$ cat config.mk
export PLATFORM = sky130hd
export DESIGN_NAME = procesador_paquetes_n
export DESIGN_NICKNAME = d
export VERILOG_FILES = /design/src/rtl/paquetes_pkg.sv /design/src/rtl/procesador_paquetes_n_cola.sv /design/src/rtl/procesador_paquetes_n.sv
export SDC_FILE = /design/constraint.sdc
export NUM_CORES = 1
export LEC_CHECK = 0
export CAP_MARGIN = 0
export CORE_MARGIN = 2
export CORE_UTILIZATION = 40
export CTS_BUF_LIST = sky130_fd_sc_hd__clkbuf_8
export DETAILED_ROUTE_END_ITERATION = 16
export MAX_ROUTING_LAYER = met4
export PLACE_DENSITY = 0.66
export SYNTH_ARGS = -nofsm -noshare
export SYNTH_HDL_FRONTEND = slang
export SYNTH_SLANG_ARGS = --single-unit
$ cat constraint.sdc
create_clock -name reloj -period 4.95 [get_ports reloj]
set_input_delay 0.7425 -clock reloj [delete_from_list [all_inputs] [get_ports reloj]]
set_output_delay 0.7425 -clock reloj [all_outputs]
set_load 0.005 [all_outputs]
$ cat src/rtl/paquetes_pkg.sv
// paquetes_pkg: shared types and helpers for the packet processor
package paquetes_pkg;
  typedef enum logic [1:0] {REPOSO, ESPERA, INICIO} estado_tx_t;
  function automatic int ancho_paquete(input int ancho_id, input int ancho_carga);
    return ancho_id + ancho_carga;
  endfunction
  function automatic logic [31:0] id_difusion(input int ancho_id);
    return (32'd1 << ancho_id) - 32'd1;
  endfunction
endpackage

$ cat src/rtl/procesador_paquetes_n_cola.sv
// cola_reenvio: synchronous FIFO holding {packet, link mask} entries to forward
module cola_reenvio #(
  parameter int ANCHO = 11,
  parameter int PROFUNDIDAD = 4
) (
  input  logic             clk,
  input  logic             rst,
  input  logic             push,
  input  logic             pop,
  input  logic [ANCHO-1:0] dato,
  output logic [ANCHO-1:0] cabeza,
  output logic             full,
  output logic             empty
);
  localparam int AW = $clog2(PROFUNDIDAD);
  logic [ANCHO-1:0] mem [PROFUNDIDAD];
  logic [AW:0] wr, rd;
  assign empty = wr == rd;
  assign full = (wr[AW] != rd[AW]) && (wr[AW-1:0] == rd[AW-1:0]);
  assign cabeza = mem[rd[AW-1:0]];
  always_ff @(posedge clk) begin
    if (rst) begin
      wr <= '0;
      rd <= '0;
    end else begin
      if (push && !full) begin
        mem[wr[AW-1:0]] <= dato;
        wr <= wr + (AW+1)'(1);
      end
      if (pop && !empty) rd <= rd + (AW+1)'(1);
    end
  end
endmodule

$ cat src/rtl/procesador_paquetes_n.sv
// procesador_paquetes_n: consumes local/broadcast packets, forwards the rest to the other links
module procesador_paquetes_n import paquetes_pkg::*; #(
  parameter int NUM_CANALES = 3,
  parameter int ANCHO_ID = 4,
  parameter int ANCHO_CARGA = 4,
  parameter int PROFUNDIDAD_COLA = 4,
  parameter int ANCHO_CONTADOR = 8,
  localparam int ANCHO_PAQUETE = ancho_paquete(ANCHO_ID, ANCHO_CARGA)
) (
  input  logic                                 reloj,
  input  logic                                 reinicio,
  input  logic [ANCHO_ID-1:0]                  identificadorFPGA,
  input  logic [NUM_CANALES-1:0]               recepcionFinalizada,
  input  logic [NUM_CANALES*ANCHO_PAQUETE-1:0] datoRecibido,
  input  logic [NUM_CANALES-1:0]               transmisorOcupado,
  output logic [NUM_CANALES-1:0]               iniciarTransmision,
  output logic [ANCHO_PAQUETE-1:0]             datoTransmitir,
  output logic [ANCHO_CARGA-1:0]               datoConsumido,
  output logic                                 datoConsumidoValido,
  output logic [ANCHO_CONTADOR-1:0]            cantidadContadorPaquetes,
  output logic [ANCHO_CONTADOR-1:0]            cantidadContadorPaquetesProcesados,
  output logic [ANCHO_CONTADOR-1:0]            cantidadContadorPaquetesDescartados,
  output logic                                 colaLlena
);
  localparam int N = NUM_CANALES;
  localparam int AP = ANCHO_PAQUETE;
  localparam int PW = $clog2(N);
  localparam int MAXC = (1 << ANCHO_CONTADOR) - 1;
  localparam logic [ANCHO_ID-1:0] DIFUSION = ANCHO_ID'(id_difusion(ANCHO_ID));
  function automatic logic [PW-1:0] rota(input logic [PW-1:0] p, input int j);
    int s = int'(p) + j;
    return PW'(s >= N ? s - N : s);
  endfunction
  function automatic logic [ANCHO_CONTADOR-1:0] sat(input logic [ANCHO_CONTADOR-1:0] v, input int n);
    return int'(v) + n > MAXC ? '1 : ANCHO_CONTADOR'(int'(v) + n);
  endfunction
  logic [N-1:0] pendiente, sobre, mascara_push, mascara;
  logic [AP-1:0] pend_dato [N];
  logic [PW-1:0] ptr, idx;
  logic concedido, consumir, reenviar, push, pop, vacia;
  logic [AP-1:0] paq;
  logic [ANCHO_ID-1:0] dst;
  logic [AP+N-1:0] cabeza;
  estado_tx_t estado, estado_sig;
  // Lowest rotation offset from the pointer wins, so scan backwards and keep the last hit
  always_comb begin
    idx = '0;
    concedido = 1'b0;
    for (int j = N - 1; j >= 0; j--)
      if (pendiente[rota(ptr, j)]) begin
        concedido = 1'b1;
        idx = rota(ptr, j);
      end
    for (int i = 0; i < N; i++)
      sobre[i] = recepcionFinalizada[i] && pendiente[i] && !(concedido && idx == PW'(i));
  end
  assign paq = pend_dato[idx];
  assign dst = paq[AP-1 -: ANCHO_ID];
  assign consumir = concedido && (dst == identificadorFPGA || dst == DIFUSION);
  assign reenviar = concedido && dst != identificadorFPGA;
  assign push = reenviar && !colaLlena;
  assign mascara_push = ~(N'(1) << idx);
  cola_reenvio #(.ANCHO(AP + N), .PROFUNDIDAD(PROFUNDIDAD_COLA)) u_cola (
    .clk(reloj), .rst(reinicio), .push(push), .pop(pop), .dato({paq, mascara_push}),
    .cabeza(cabeza), .full(colaLlena), .empty(vacia)
  );
  always_comb begin
    pop = estado == REPOSO && !vacia;
    estado_sig = pop ? ESPERA
               : estado == ESPERA && (mascara & transmisorOcupado) == '0 ? INICIO
               : estado == INICIO ? REPOSO : estado;
  end
  assign iniciarTransmision = estado == INICIO ? mascara : '0;
  always_ff @(posedge reloj) begin
    if (reinicio) begin
      pendiente <= '0;
      ptr <= '0;
      estado <= REPOSO;
      mascara <= '0;
      datoTransmitir <= '0;
      datoConsumido <= '0;
      datoConsumidoValido <= 1'b0;
      cantidadContadorPaquetes <= '0;
      cantidadContadorPaquetesProcesados <= '0;
      cantidadContadorPaquetesDescartados <= '0;
    end else begin
      for (int i = 0; i < N; i++)
        if (recepcionFinalizada[i] && !sobre[i]) begin
          pendiente[i] <= 1'b1;
          pend_dato[i] <= datoRecibido[i*AP +: AP];
        end else if (concedido && idx == PW'(i)) pendiente[i] <= 1'b0;
      if (concedido) ptr <= idx == PW'(N - 1) ? '0 : idx + PW'(1);
      estado <= estado_sig;
      if (pop) {datoTransmitir, mascara} <= cabeza;
      datoConsumidoValido <= consumir;
      if (consumir) datoConsumido <= paq[ANCHO_CARGA-1:0];
      cantidadContadorPaquetes <= sat(cantidadContadorPaquetes, int'(consumir));
      cantidadContadorPaquetesProcesados <= sat(cantidadContadorPaquetesProcesados, int'(concedido));
      cantidadContadorPaquetesDescartados <= sat(cantidadContadorPaquetesDescartados,
        $countones(sobre) + int'(reenviar && colaLlena));
    end
  end
endmodule

==> flow_summary.toml, run 1 <==
[yosys]
ys_ff_latch = 121
synth_area_leaders = "edfxtp_1, dfxtp_1, mux4_2"
synth_nets = 504
synth_ff_type = "edfxtp_1"
synth-simple-area-share = 0.152
async_flop_share = 0
synth_top_family_by_area = "simple AND/OR/NAND/NOR gates"
syn_area_per_cell_um2 = 12.1
synthCells = 452
synth_top_area_share = 0.374
ys_warn_count = 0
synth_most_common_cell = "edfxtp_1"
synth_largest_area_cell = "edfxtp_1"
synth.top_cells.by_count = "edfxtp_1, dfxtp_1, nor2_1"
synth_enable_flop_cells = 68
synthXorXnorAreaFrac = 0.0310
synth_area_um2 = 5450
synth_compound_area_frac = 0.0883
muxShareOfSynthArea = 0.0893
yosysSeqAreaShare = 0.569
synth-adder-area-share = 0.0408
synth_cell_types = 57

[routing]
drtIter0Drc = 238
wl_um = 11600
viasPerCell = 5.14
avgRoutedWirePerCell_um = 16.1
drc_errors = 0
vias = 3720
ant_nets = 0
drtPass1Iterations = 6

[worst_setup_path]
critPathMaxStageDelay_ps = 700
crit_path_cell_trace = "inv_1 > ha_1 > or2b_1 > a21oi_2 > a21oi_1 > o21ai_0 > and3_1 > fa_1 > fa_1 > fa_1 > nand2_1 > nor2_1 > and4b_1 > nor3_1"
critPathLaunchType = "register"
end_kind = "register"
path_common_cell = "fa_1"
arrival_ps = 5000
cpLargestDelayFamily = "adder cells"
worst-path-buf-inv = 1
critPathSlowestCell = "o21ai_0"
crit_required_ps = 5310
path_class = "register to register"
cp_max_fo = 11

[timing]
max_slew.worst_pin.slew_ps = 878
drv_slew = 0
setup_viol = 0
slew_headroom = 0.414
hold_viol_final = 0
fin_crit_sh = 0.937
finalClockSkew_ps = 11.1
timing.fmax_mhz = 216
period_minus_slack_ps = 4640
tns_ps = 0
rsz0062_at_grt = "no"

[clock_tree]
cts_sinks = 121
cts_tree = "yes"
clk_latency_ps = 450
h-tree-depth = 4
cts_buffers = 17
cts_hold_buf = 0
cts_setup_buffers = 0
clk_path_buf_depth = 2
root_buffer = "clkbuf_8"
ctsResizeCount = 0
clk_pin_slew_ps = 80

[global_route]
grt_use_total = 0.174
first_global_vias = 3753
antenna_found_initial = 0
overflow = 0
grt_max_degree = 31
grt_pass1_wl_um = 18700

[power_and_ir_drop]
power-per-cell-area_nw_per_um2 = 528
power_leakage_nw = 2.45
ir_drop_v = 0.000168

[flow_run]
maxCapViolations = 0

[layout]
final_net_count = 587
stdcell_count = 724
layout-drive-gt1-share = 0.119
syn2layout_area_growth_pct = 23.7
diodes = 0

[placement]
placedCellCount = 692
post-dp-hpwl_um = 8400
place.gp.congestion = 0.875
portBuffers = 76

[floorplanning]
ios = 77
die_w_um = 121
rows = 42
dieArea_um2 = 14600
start_util = 0.410
die_height_um = 121
coreArea_um2 = 13300

[run_status]
status = "completed"

[min_path]
hold_class = "register to register"
path summary, 6_finish.rpt:
kind / startpoint / to / slack [ps] / depth (start not counted)
worst max register to register: ptr[0] / cantidadContadorPaquetesDescartados[6] / 310 / 14
worst min register to register: ptr[0] / ptr[0] / 490 / 2
worst min-delay path: ptr[0] / ptr[0] / 490 / 2
worst max-delay path: ptr[0] / cantidadContadorPaquetesDescartados[6] / 310 / 14
area by class of cell:
| cell class | count | area [um2] |
|---|---|---|
| Clock buffer | 17 | 234 |
| Clock inverter | 15 | 125 |
| Fill cell | 1196 | 6550 |
| Inverter | 18 | 67.6 |
| Multi-Input combinational cell | 294 | 2190 |
| Sequential cell | 121 | 3100 |
| Tap cell | 176 | 220 |
| Timing Repair Buffer | 83 | 808 |
sequential cells by signal, indices dropped and copies added (netlist names), 3 cells and up:
name                                 cells
cantidadContadorPaquetesDescartados      8
pendiente                                3
u_cola.rd                                3
u_cola.mem                              44
mascara                                  3
datoConsumido                            4
datoTransmitir                           8
cantidadContadorPaquetesProcesados       8
cantidadContadorPaquetes                 8
u_cola.wr                                3
pend_dato                               24
logic make-up after synthesis:
kind of cell,Yosys count
AOI/OAI and AO/OA,72
xor gates and xnor gates,15
adders and majority gates,16
buffers and inverters,37
DFF,121
muxes,34
and+or+nand+nor,157
worst reg2reg max path: cells and delay by family (launching register included):
family / cells / cell delay [ps]
simple gates: 6 / 1060
compound gates: 3 / 1260
fa+ha+maj: 4 / 1810
buf+inv: 1 / 70
flops: 1 / 360
layout by cell type (no fill, tap or decap), types with 7 or more instances in the layout:
master	instances
a21oi_1	19
a31oi_1	18
and2_1	13
and3_1	11
buf_4	7
clkbuf_8	17
clkdlybuf4s50_1	75
dfxtp_1	53
edfxtp_1	68
ha_1	13
inv_1	17
mux2i_1	19
mux4_2	11
nand2_1	21
nand3_1	14
nor2_1	51
nor3_1	12
o21ai_0	16
xnor2_1	7
power by group:
group / internal (mW) / leakage [nW] / switching [mW]
Combinational: 0.626 / 1.23 / 0.673
Sequential: 1.31 / 1.05 / 0.142
Clock: 0.394 / 0.172 / 0.417
through the flow:
stage / total power, mW / hold WS, ps / worst slack [ps] / area, um2 / util
2_1_floorplan: 2.35 / 454 / 751 / 5450 / -
3_3_place_gp: 2.75 / 471 / 501 / 6390 / 0.480
3_5_place_dp: 2.79 / 472 / 378 / 6390 / 0.480
4_1_cts: 3.60 / 484 / 347 / 6750 / 0.507
5_1_grt: 3.79 / 526 / 4.81 / 6750 / 0.507
6_report: 3.56 / 488 / 314 / 6750 / 0.507
routing by layer:
layer / share of wire / global-route usage
met3: 0.039 / 0.0396
met5: 0 / -
met2: 0.50 / 0.287
met4: 0.017 / 0.0698
met1: 0.44 / 0.208
Note: power is estimated with default switching activity, not from simulation.
==> run 2, diff against run 1 <==
--- a/config.mk
+++ b/config.mk
@@ -6,7 +6,6 @@
 export NUM_CORES = 1
 export LEC_CHECK = 0
 export CAP_MARGIN = 0
-export CORE_MARGIN = 2
 export CORE_UTILIZATION = 40
 export CTS_BUF_LIST = sky130_fd_sc_hd__clkbuf_8
 export DETAILED_ROUTE_END_ITERATION = 16
==> run 2 against run 1 <==
Combinational power barely moved; via count fell by 0.65%; fmax rose by 2.0%; largest cell class unchanged; cell count fell by 0.55%; highest routed layer unchanged; non-clock buffer count fell by 2; clock skew rose by 4.5 ps.
==> flow_summary.toml, run 2 (same netlist as run 1, synthesis figures left out) <==
[timing]
fin_crit_sh = 0.919
period_minus_slack_ps = 4550
tns_ps = 0
timing.fmax_mhz = 220
max_slew.worst_pin.slew_ps = 938
finalClockSkew_ps = 15.6
rsz0062_at_grt = "no"
hold_viol_final = 0
drv_slew = 0
setup_viol = 0
layout_setup_ws_ps = 403
slew_headroom = 0.375
holdWs_ps = 479

[layout]
final_net_count = 585
stdcell_count = 720
regArea_um2 = 3100
fillers = 1204
final_cell_mix = "clkdlybuf4s50_1, edfxtp_1, dfxtp_1"
layout-drive-gt1-share = 0.110
diodes = 0
final_common_cell = "clkdlybuf4s50_1"
multi_input_area_um2 = 2200
post-route-cell-area_um2 = 6780
largest_register_ffs = 44
syn2layout_area_growth_pct = 24.3
final_util = 0.512

[routing]
drc_errors = 0
drtIter0Drc = 216
viasPerCell = 5.13
avgRoutedWirePerCell_um = 15.1
drtPass1Iterations = 4
ant_nets = 0
vias = 3696
wl_um = 10800

[floorplanning]
dieArea_um2 = 14100
rows = 42
start_util = 0.412
coreArea_um2 = 13200
ios = 77
die_w_um = 119
die_height_um = 119

[global_route]
antenna_found_initial = 0
grt_use_total = 0.170
overflow = 0
grt_pass1_wl_um = 17700
grt_max_degree = 54
first_global_vias = 3642

[placement]
place_ws_ps = 366
place.gp.congestion = 0.894
place_area_um2 = 6370
portBuffers = 76
post-dp-hpwl_um = 7750
placedCellCount = 690

[worst_setup_path]
arrival_ps = 4820
critPathLaunchType = "register"
path_class = "register to register"
cp_max_fo = 11
end_kind = "register"
crit_required_ps = 5220

[clock_tree]
clk_latency_ps = 430
h-tree-depth = 4
clk_pin_slew_ps = 70
root_buffer = "clkbuf_8"
cts_sinks = 121
cts_buffers = 17
cts_tree = "yes"
clk_path_buf_depth = 2

[power_and_ir_drop]
power_leakage_nw = 2.47
power-per-cell-area_nw_per_um2 = 535
fin_total_pwr_mw = 3.63
ir_drop_v = 0.000202

[flow_run]
maxCapViolations = 0

[min_path]
hold_class = "register to register"

[run_status]
status = "completed"
## run 2: where the power goes
group	internal, mW	total (mW)	leakage [nW]	switching, mW
registers	1.31	1.45	1.05	0.138
logic	0.621	1.28	1.22	0.664
clock network	0.530	0.891	0.200	0.361
## run 2: layer usage
| metal | wire (um) | global-route usage | share of wire |
|---|---|---|---|
| met1 | 4870 | 0.199 | 0.45 |
| met2 | 5530 | 0.274 | 0.51 |
| met3 | 363 | 0.0430 | 0.033 |
| met4 | 74 | 0.0815 | 0.0068 |
| met5 | 0 | - | 0 |
## run 2: layout make-up
cell class,count,share of cell area
clock buffer,17,0.0345
clock inverter,13,0.0240
inverter,18,0.00997
multi-input combinational,294,0.324
sequential,121,0.458
tap,176,0.0325
timing repair buffer,81,0.117
## run 2: final timing paths
| path | from | endpoint | slack [ps] | cells after the start |
|---|---|---|---|---|
| max | ptr[0] | cantidadContadorPaquetesDescartados[7] | 400 | 17 |
| min | ptr[0] | ptr[0] | 480 | 2 |
| max reg2reg | ptr[0] | cantidadContadorPaquetesDescartados[7] | 400 | 17 |
| min reg2reg | ptr[0] | ptr[0] | 480 | 2 |
## run 2: critical path, cell delays in order (launching register included)
cell and delay (ps):
dfxtp_1 350, inv_1 70, ha_1 420, nor2b_4 170
o2111a_2 310, nor2_1 120, buf_4 180, mux2i_1 330
nor3_1 130, nor4b_4 540, and3_1 350, nor3_1 90
fa_1 430, fa_1 430, nand2_1 110, nor2_1 70
nor3b_1 220, nor3_1 70
## run 2: what timing repair did
action                                  in CTS  in global routing
setup buffers                                0                  0
hold buffers                                 0                  0
gates resized for setup                      0                  3
endpoints found under the setup margin       0                  2
hold endpoints to repair                     0                  0
==> edit, RTL diff (settings of run 1) <==
Register the inputs `reinicio`, `identificadorFPGA`, `recepcionFinalizada`, `datoRecibido` and `transmisorOcupado` before use, without a reset. The logic sees them one clock later.
--- a/src/rtl/procesador_paquetes_n.sv
+++ b/src/rtl/procesador_paquetes_n.sv
@@ -27,6 +27,21 @@
   localparam int PW = $clog2(N);
   localparam int MAXC = (1 << ANCHO_CONTADOR) - 1;
   localparam logic [ANCHO_ID-1:0] DIFUSION = ANCHO_ID'(id_difusion(ANCHO_ID));
+
+  logic reinicio_q;
+  logic [ANCHO_ID-1:0] identificadorFPGA_q;
+  logic [NUM_CANALES-1:0] recepcionFinalizada_q;
+  logic [NUM_CANALES*ANCHO_PAQUETE-1:0] datoRecibido_q;
+  logic [NUM_CANALES-1:0] transmisorOcupado_q;
+
+  always_ff @(posedge reloj) begin
+    reinicio_q            <= reinicio;
+    identificadorFPGA_q   <= identificadorFPGA;
+    recepcionFinalizada_q <= recepcionFinalizada;
+    datoRecibido_q        <= datoRecibido;
+    transmisorOcupado_q   <= transmisorOcupado;
+  end
+
   function automatic logic [PW-1:0] rota(input logic [PW-1:0] p, input int j);
     int s = int'(p) + j;
     return PW'(s >= N ? s - N : s);
@@ -52,27 +67,27 @@
         idx = rota(ptr, j);
       end
     for (int i = 0; i < N; i++)
-      sobre[i] = recepcionFinalizada[i] && pendiente[i] && !(concedido && idx == PW'(i));
+      sobre[i] = recepcionFinalizada_q[i] && pendiente[i] && !(concedido && idx == PW'(i));
   end
   assign paq = pend_dato[idx];
   assign dst = paq[AP-1 -: ANCHO_ID];
-  assign consumir = concedido && (dst == identificadorFPGA || dst == DIFUSION);
-  assign reenviar = concedido && dst != identificadorFPGA;
+  assign consumir = concedido && (dst == identificadorFPGA_q || dst == DIFUSION);
+  assign reenviar = concedido && dst != identificadorFPGA_q;
   assign push = reenviar && !colaLlena;
   assign mascara_push = ~(N'(1) << idx);
   cola_reenvio #(.ANCHO(AP + N), .PROFUNDIDAD(PROFUNDIDAD_COLA)) u_cola (
-    .clk(reloj), .rst(reinicio), .push(push), .pop(pop), .dato({paq, mascara_push}),
+    .clk(reloj), .rst(reinicio_q), .push(push), .pop(pop), .dato({paq, mascara_push}),
     .cabeza(cabeza), .full(colaLlena), .empty(vacia)
   );
   always_comb begin
     pop = estado == REPOSO && !vacia;
     estado_sig = pop ? ESPERA
-               : estado == ESPERA && (mascara & transmisorOcupado) == '0 ? INICIO
+               : estado == ESPERA && (mascara & transmisorOcupado_q) == '0 ? INICIO
                : estado == INICIO ? REPOSO : estado;
   end
   assign iniciarTransmision = estado == INICIO ? mascara : '0;
   always_ff @(posedge reloj) begin
-    if (reinicio) begin
+    if (reinicio_q) begin
       pendiente <= '0;
       ptr <= '0;
       estado <= REPOSO;
@@ -85,9 +100,9 @@
       cantidadContadorPaquetesDescartados <= '0;
     end else begin
       for (int i = 0; i < N; i++)
-        if (recepcionFinalizada[i] && !sobre[i]) begin
+        if (recepcionFinalizada_q[i] && !sobre[i]) begin
           pendiente[i] <= 1'b1;
-          pend_dato[i] <= datoRecibido[i*AP +: AP];
+          pend_dato[i] <= datoRecibido_q[i*AP +: AP];
         end else if (concedido && idx == PW'(i)) pendiente[i] <= 1'b0;
       if (concedido) ptr <= idx == PW'(N - 1) ? '0 : idx + PW'(1);
       estado <= estado_sig;
Behaviour: not the same (Yosys sat finds a counterexample within 4 cycles, from zero or initial values).
==> edit against run 1 <==
Power grew 10%. Design area grew 12%. Highest routed layer unchanged. Wire length grew 3.6%. Largest cell class unchanged. Global-route usage shrank 1.1 points. Die area grew 12%. Synthesized area grew 13%. Largest power group unchanged. Count of clock-buffer cells in the layout is the same. Clock skew grew 0.0022 ns. Worst setup slack lost 0.0088 ns. Sequential cell count grew 35. Critical path depth grew 2.
==> edit: results (changes against run 1) <==
- Worst hold stages: 0 (was 2)
- Global-route wire length before repair: 19,680 um (was 18,740 um)
- Worst slack, placed: 0.2552 ns (was 0.3776 ns)
- Layout cells sized above 1: 11.66% (was 11.86%)
- Fillers: 1,333 (was 1,196)
- DR vias/cell: 5.082 (was 5.138)
- Seq/Total Area, Yosys: 61.98% (was 56.91%)
- GRT Total Usage: 16.28% (was 17.41%)
- Vias in the first global route: 3,951 (was 3,753)
- Hold Slack: 0.4092 ns (was 0.4877 ns)
- Placed Cells: 739 (was 692)
- Syn Inst Count: 485 (was 452)
- Worst rel slew slack: 39.32% (was 41.40%)
- Peak VDD IR: 0.2367 mV (was 0.1676 mV)
- Nets: 622 (was 587)
- Outcome: completed (unchanged)
- Cell family with most CP delay: simple AND/OR/NAND/NOR gates (was adder cells)
- Clk_skew: 0.01331 ns (was 0.01108 ns)
- Final WL: 12,060 um (was 11,650 um)
- Fin cells: 771 (was 724)
- Synthesized net count: 537 (was 504)
- Hold path startpoint: datoRecibido_q[15] (was ptr[0])
- Mux contribution to synthesized area: 7.931% (was 8.926%)
- Area after DPL: 7104 um^2 (was 6387 um^2)
- Post-Synth Adder-Cell Area: 3.629% (was 4.084%)
- RePlAce Congestion: 0.8712 (was 0.8750)
- Critical path's largest stage delay: 0.47 ns (was 0.70 ns)
- Compound-Gate Fraction of Synth Area: 7.870% (was 8.834%)
- Largest net degree at the start of global routing: 54 (was 31)
- Leak pwr: 2.807 nW (was 2.454 nW)
==> edit: final cells by class <==
cell class | instances | area (um^2) | share of cell area [%]
sequential | 156 | 3805 | 50.51
timing repair buffer | 84 | 820.8 | 10.90
clock buffer | 17 | 234.0 | 3.106
inverter | 20 | 75.07 | 0.9965
tap | 188 | 235.2 | 3.122
multi-input combinational | 291 | 2176 | 28.88
clock inverter | 15 | 187.7 | 2.491
==> edit: worst max-delay path by stage <==
stage / start / to / slack [ns] / cells past startpoint
after floorplan: ptr[0] / cantidadContadorPaquetesDescartados[0] / 0.74 / 18
after global placement: ptr[0] / cantidadContadorPaquetesDescartados[0] / 0.51 / 16
after detailed placement: ptr[0] / cantidadContadorPaquetesDescartados[1] / 0.26 / 16
after CTS: ptr[0] / cantidadContadorPaquetesDescartados[2] / 0.24 / 16
after global routing: ptr[0] / cantidadContadorPaquetesDescartados[1] / 0.01 / 16
final: ptr[0] / cantidadContadorPaquetesDescartados[2] / 0.30 / 16
==> edit: where the power goes <==
group	internal [mW]	switching, mW
combinational	0.579	0.625
sequential	1.59	0.142
clock	0.510	0.485
total	2.68	1.25
==> edit: logic make-up after synthesis <==
family / Yosys count
muxes: 34
xor gates and xnor gates: 17
DFF: 156
buffers and inverters: 38
AOI/OAI and AO/OA: 72
and+or+nand+nor: 152
adders and majority gates: 16
==> edit: routing by layer <==
layer  part of all wire [%]  track usage, %  up-vias
li1                       -               -     1932
met1                     44           18.66     1861
met2                     49           26.01       98
met3                    3.9           4.633       27
met4                    3.2           8.662        0
met5                      0               -        -
